[config.mk]
export PLATFORM = sky130hd
export DESIGN_NAME = uart_rx_frame
export DESIGN_NICKNAME = d
export VERILOG_FILES = /design/src/rtl/uart_rx_frame.sv
export SDC_FILE = /design/constraint.sdc
export NUM_CORES = 1
export LEC_CHECK = 0
export CAP_MARGIN = 30
export CELL_PAD_IN_SITES_DETAIL_PLACEMENT = 1
export CELL_PAD_IN_SITES_GLOBAL_PLACEMENT = 1
export CORE_MARGIN = 4
export CORE_UTILIZATION = 30
export CTS_CLUSTER_DIAMETER = 150
export DETAILED_ROUTE_END_ITERATION = 12
export GPL_TIMING_DRIVEN = 0
export MAX_ROUTING_LAYER = met4
export PLACE_DENSITY_LB_ADDON = 0.1
export RECOVER_POWER = 25
export SLEW_MARGIN = 20
export SYNTH_ARGS = -nofsm -noshare
export SYNTH_HDL_FRONTEND = slang
export SYNTH_SLANG_ARGS = --single-unit
[constraint.sdc]
create_clock -name clk -period 2.6 [get_ports clk]
set_input_delay 0.65 -clock clk [delete_from_list [all_inputs] [get_ports clk]]
set_output_delay 0.65 -clock clk [all_outputs]
set_load 0.02 [all_outputs]
[src/rtl/uart_rx_frame.sv]
// uart_rx_frame: UART receiver front end (8 data bits LSB first, even parity, 1 stop bit, 16x oversampling)
// Ports:
//   clk      - system clock, all logic on the rising edge
//   reset    - synchronous active-high reset
//   Rx_EN    - receiver enable; low holds the block idle and aborts any frame in progress
//   RxD      - asynchronous serial input, idles high
//   data_out - last completed byte, updated on every completed frame (errored or not)
//   valid    - one-cycle pulse: frame received with no errors
//   PERROR   - one-cycle pulse: parity mismatch
//   FERROR   - one-cycle pulse: stop bit sampled low
module uart_rx_frame #(
    parameter int CLK_FREQ   = 50000000,
    parameter int BAUD_RATE  = 115200,
    parameter int OVERSAMPLE = 16
) (
    input  logic       clk,
    input  logic       reset,
    input  logic       Rx_EN,
    input  logic       RxD,
    output logic [7:0] data_out,
    output logic       valid,
    output logic       PERROR,
    output logic       FERROR
);
    localparam int DIV = CLK_FREQ / (BAUD_RATE * OVERSAMPLE);
    localparam int DW  = DIV > 1 ? $clog2(DIV) : 1;

    typedef enum logic [2:0] {IDLE, START, DATA, PARITY, STOP} state_t;

    state_t        state, state_n;
    logic          rx_m, rx_s;
    logic [DW-1:0] div_cnt;
    logic          tick;
    logic [3:0]    tick_cnt, tick_cnt_n;
    logic [2:0]    bit_idx, bit_idx_n;
    logic [7:0]    shift, shift_n;
    logic          perr, perr_n;
    logic          armed, armed_n;
    logic [7:0]    data_out_n;
    logic          valid_n, perror_n, ferror_n;

    always_ff @(posedge clk) begin
        if (reset) begin
            rx_m <= 1'b1;
            rx_s <= 1'b1;
        end else begin
            rx_m <= RxD;
            rx_s <= rx_m;
        end
    end

    assign tick = Rx_EN && (div_cnt == DW'(DIV - 1));

    always_ff @(posedge clk) begin
        if (reset || !Rx_EN)
            div_cnt <= '0;
        else
            div_cnt <= tick ? '0 : div_cnt + 1'b1;
    end

    always_ff @(posedge clk) begin
        if (reset) begin
            state    <= IDLE;
            tick_cnt <= '0;
            bit_idx  <= '0;
            shift    <= '0;
            perr     <= 1'b0;
            armed    <= 1'b1;
            data_out <= '0;
            valid    <= 1'b0;
            PERROR   <= 1'b0;
            FERROR   <= 1'b0;
        end else begin
            state    <= state_n;
            tick_cnt <= tick_cnt_n;
            bit_idx  <= bit_idx_n;
            shift    <= shift_n;
            perr     <= perr_n;
            armed    <= armed_n;
            data_out <= data_out_n;
            valid    <= valid_n;
            PERROR   <= perror_n;
            FERROR   <= ferror_n;
        end
    end

    // armed blocks a new start after a low stop bit until the line has been seen high,
    // so a held-low line (break) yields one frame rather than a stream of them.
    always_comb begin
        state_n    = state;
        tick_cnt_n = tick_cnt;
        bit_idx_n  = bit_idx;
        shift_n    = shift;
        perr_n     = perr;
        armed_n    = armed | rx_s;
        data_out_n = data_out;
        valid_n    = 1'b0;
        perror_n   = 1'b0;
        ferror_n   = 1'b0;
        if (!Rx_EN) begin
            state_n    = IDLE;
            tick_cnt_n = '0;
            bit_idx_n  = '0;
        end else if (tick) begin
            case (state)
                IDLE: begin
                    if (!rx_s && armed) begin
                        state_n    = START;
                        tick_cnt_n = '0;
                    end
                end
                START: begin
                    if (tick_cnt == 4'd7) begin
                        state_n    = rx_s ? IDLE : DATA;
                        tick_cnt_n = '0;
                        bit_idx_n  = '0;
                    end else begin
                        tick_cnt_n = tick_cnt + 4'd1;
                    end
                end
                DATA: begin
                    if (tick_cnt == 4'd15) begin
                        shift_n[bit_idx] = rx_s;
                        bit_idx_n        = bit_idx + 3'd1;
                        tick_cnt_n       = '0;
                        state_n          = (bit_idx == 3'd7) ? PARITY : DATA;
                    end else begin
                        tick_cnt_n = tick_cnt + 4'd1;
                    end
                end
                PARITY: begin
                    if (tick_cnt == 4'd15) begin
                        perr_n     = (^shift) ^ rx_s;
                        tick_cnt_n = '0;
                        state_n    = STOP;
                    end else begin
                        tick_cnt_n = tick_cnt + 4'd1;
                    end
                end
                STOP: begin
                    if (tick_cnt == 4'd15) begin
                        data_out_n = shift;
                        valid_n    = ~perr & rx_s;
                        perror_n   = perr;
                        ferror_n   = ~rx_s;
                        armed_n    = rx_s;
                        tick_cnt_n = '0;
                        state_n    = IDLE;
                    end else begin
                        tick_cnt_n = tick_cnt + 4'd1;
                    end
                end
                default: state_n = IDLE;
            endcase
        end
    end
endmodule

==> results.json, run 1 <==
{
  "rsz0062_at_grt": "no",
  "cts_tree": "done",
  "hp-start": "rx_m",
  "syn_inst": 202,
  "timing.hold.ws_ns": 0.433,
  "final-seq-area_um2": 761,
  "drv_cap": 0,
  "path_buf_inv": 2,
  "syn_area_um2": 1780,
  "setup_viol_count_final": 0,
  "synth_cell_types": 39,
  "clock_latency_ns": 0.29,
  "critical_path_class": "in -> reg",
  "ioPinCount": 15,
  "synth.avg_cell_area_um2": 8.83,
  "syn_nets": 211,
  "grt.overflow.total": 0,
  "cts.repair.resized": 0,
  "hp-class": "reg -> reg",
  "cts_buffer_depth": 2,
  "yosysTopAreaCell": "dfxtp_1",
  "grt_pass1_vias": 1513,
  "antenna_found_initial": 0,
  "vias": 1460,
  "slowest_delay_ns": 0.52,
  "drcViolationCount": 0,
  "fmax_mhz": 419,
  "cts_setup_buffers": 0,
  "status": "finished, final reports clean",
  "cts_root_buf": "clkbuf_8",
  "drtIter0Drc": 35,
  "grt_util_all_layers": 0.130,
  "synth.top_cells.by_area": "dfxtp_1 43%, nand2_1 7.4%, a21oi_1 6.2%",
  "ys_seq_area_frac": 0.427,
  "dp_hpwl_um": 3250,
  "finalHoldViolCount": 0,
  "clkTransAtPathRegs_ns": 0.08,
  "nNetsFinal": 232,
  "worst-slew-pin-transition_ns": 0.523,
  "antennaDiodeCount": 0,
  "cts_buffers": 5,
  "postCtsHoldBufs": 0,
  "cts_sinks": 38,
  "power_leakage_nw": 0.737,
  "path_cells": "clkdlybuf4s50_1 > nand4b_1 > nor2_1 > nand3_1 > clkbuf_1 > nand2_1 > a21oi_1",
  "p_per_area_nw_per_um2": 493,
  "die_x_um": 85.1,
  "final_cell_area_um2": 2110,
  "dieArea_um2": 7240,
  "drive_gt1_frac": 0.121,
  "grt_max_degree": 13,
  "h-tree-depth": 2,
  "grt_first_pass_wirelength_um": 7290,
  "finalCritPeriodShare": 0.919,
  "die_h_um": 85.1,
  "end_kind": "register",
  "totalWireLength_um": 4300,
  "slew_headroom": 0.652,
  "ys.warnings.count": 0,
  "gp_congestion": 0.728,
  "fillCellCount": 679,
  "final_cell_mix": "38 x dfxtp_1, 35 x nand2_1, 22 x a21oi_1",
  "critPathRequiredTime_ns": 2.76,
  "rows": 27,
  "final_max_slew_viol_count": 0,
  "start_util": 0.316,
  "final.min_clock_period_ns": 2.39,
  "area_delta_synth_final_pct": 18.2,
  "wl_per_cell_um": 14.5,
  "instances_no_fill": 296,
  "worst_ep_arrival_time_ns": 2.55,
  "startpoint_type": "primary input",
  "crit_path_top_delay_cell": "clkdlybuf4s50_1",
  "yosysTopAreaCellShare": 0.427,
  "critPathLaunch": "Rx_EN",
  "antenna_left": 0,
  "portBuffers": 14,
  "ys_ff_latch": 38,
  "core-area_um2": 5640,
  "firstDrtPassIters": 4,
  "layout_commonest_cell": "dfxtp_1",
  "cp_max_fo": 10,
  "timing.rr.start": "tick_cnt[0]",
  "multi_input_area_um2": 957,
  "irDropWorstVdd_mv": 0.165,
  "crit_family": "simple AND/OR/NAND/NOR gates",
  "placed_cells": 288,
  "avgViaCountPerCell": 4.93,
  "fin_worst_skew_ns": 0.00490,
  "finalCoreUtilization": 0.374,
  "placed_area_um2": 2010
}
==> worst paths after layout <==
| path | end | slack, ns | depth (start not counted) |
|---|---|---|---|
| setup / recovery | data_out[2] | 0.21 | 7 |
| hold / removal | rx_s | 0.43 | 1 |
| setup reg to reg | data_out[2] | 0.45 | 7 |
| hold reg to reg | rx_s | 0.43 | 1 |
==> per-layer routing <==
layer / vias up / share of wire / GRT usage
met3: 7 / 0.029 / 0.0398
met4: 0 / 0.012 / 0.0388
met5: - / 0 / -
met1: 705 / 0.49 / 0.163
met2: 12 / 0.47 / 0.202
li1: 736 / - / -
==> logic make-up (layout without fill, tap and decap cells) <==
kind of cell,count (synthesis),after routing,synth area share
simple gates,100,100,0.300
xor+xnor,11,11,0.0618
compound gates,30,30,0.101
flops,38,38,0.427
mux,7,7,0.0393
buf+inv,11,33,0.0365
fa+ha+maj,5,5,0.0351
==> stage by stage <==
| stage | TNS [ns] | setup WS, ns | power, mW |
|---|---|---|---|
| final | 0 | 0.212 | 1.04 |
| after global routing | 0 | 0.0676 | 1.09 |
| after CTS | 0 | 0.215 | 1.06 |
| after detailed placement | -0.852 | -0.104 | 0.628 |
| after global placement | -0.336 | -0.0421 | 0.626 |
| after floorplan | 0 | 0.697 | 0.615 |
==> cells in the mapped netlist <==
cell type	number
nor3_1	1
nand2b_1	2
ha_1	5
a211o_1	1
nand4b_1	2
or4_1	3
buf_6	3
xnor2_1	6
inv_1	2
or2_2	6
nand4_2	1
nor4_4	1
or3_1	3
and3_1	1
nand3_1	10
xnor3_1	1
nand2_1	35
nor3b_1	2
nor2_1	17
a21oi_1	22
nor4b_1	2
or4b_4	1
nor3_2	1
nand2_2	1
a211oi_4	1
o21ai_2	1
and2b_1	1
nor4_1	1
nor2b_1	4
clkbuf_1	5
nand4_1	4
xor2_1	4
a21oi_2	1
a2bb2oi_1	1
or3b_2	1
dfxtp_1	38
buf_2	1
mux2i_1	7
o21ai_0	3
==> power by group <==
part	internal, mW	switching, mW
Sequential	0.584	0.00252
Clock	0.213	0.212
Combinational	0.00970	0.0169
==> worst reg2reg max path, stage by stage, from the launching register on <==
cell	delay, ns
dfxtp_1	0.38
ha_1	0.25
nand4_1	0.24
nor2_1	0.48
nand3_1	0.23
clkbuf_1	0.26
nand2_1	0.12
a21oi_1	0.07
==> registers in the layout, summed over array words and instances (netlist names), 3 cells and up <==
register  count
shift         8
div_cnt       5
data_out      8
tick_cnt      4
state         3
bit_idx       3
==> layout make-up <==
cell class                 count  share of cell area
clock inverter                 2             0.00593
clock buffer                   6              0.0392
timing repair buffer          14              0.0665
inverter                       2             0.00356
sequential                    38               0.361
multi-input combinational    153               0.454
tap                           72              0.0427
buffer                         9              0.0273
Note: power is estimated with default switching activity, not from simulation.
==> run 2, diff against run 1 <==
--- a/config.mk
+++ b/config.mk
@@ -5,6 +5,7 @@
 export SDC_FILE = /design/constraint.sdc
 export NUM_CORES = 1
 export LEC_CHECK = 0
+export ABC_CLOCK_PERIOD_IN_PS = 2600
 export CAP_MARGIN = 30
 export CELL_PAD_IN_SITES_DETAIL_PLACEMENT = 1
 export CELL_PAD_IN_SITES_GLOBAL_PLACEMENT = 1
==> results of run 2 <==
No change in the layout: final DEF, timing and power equal those of run 1.
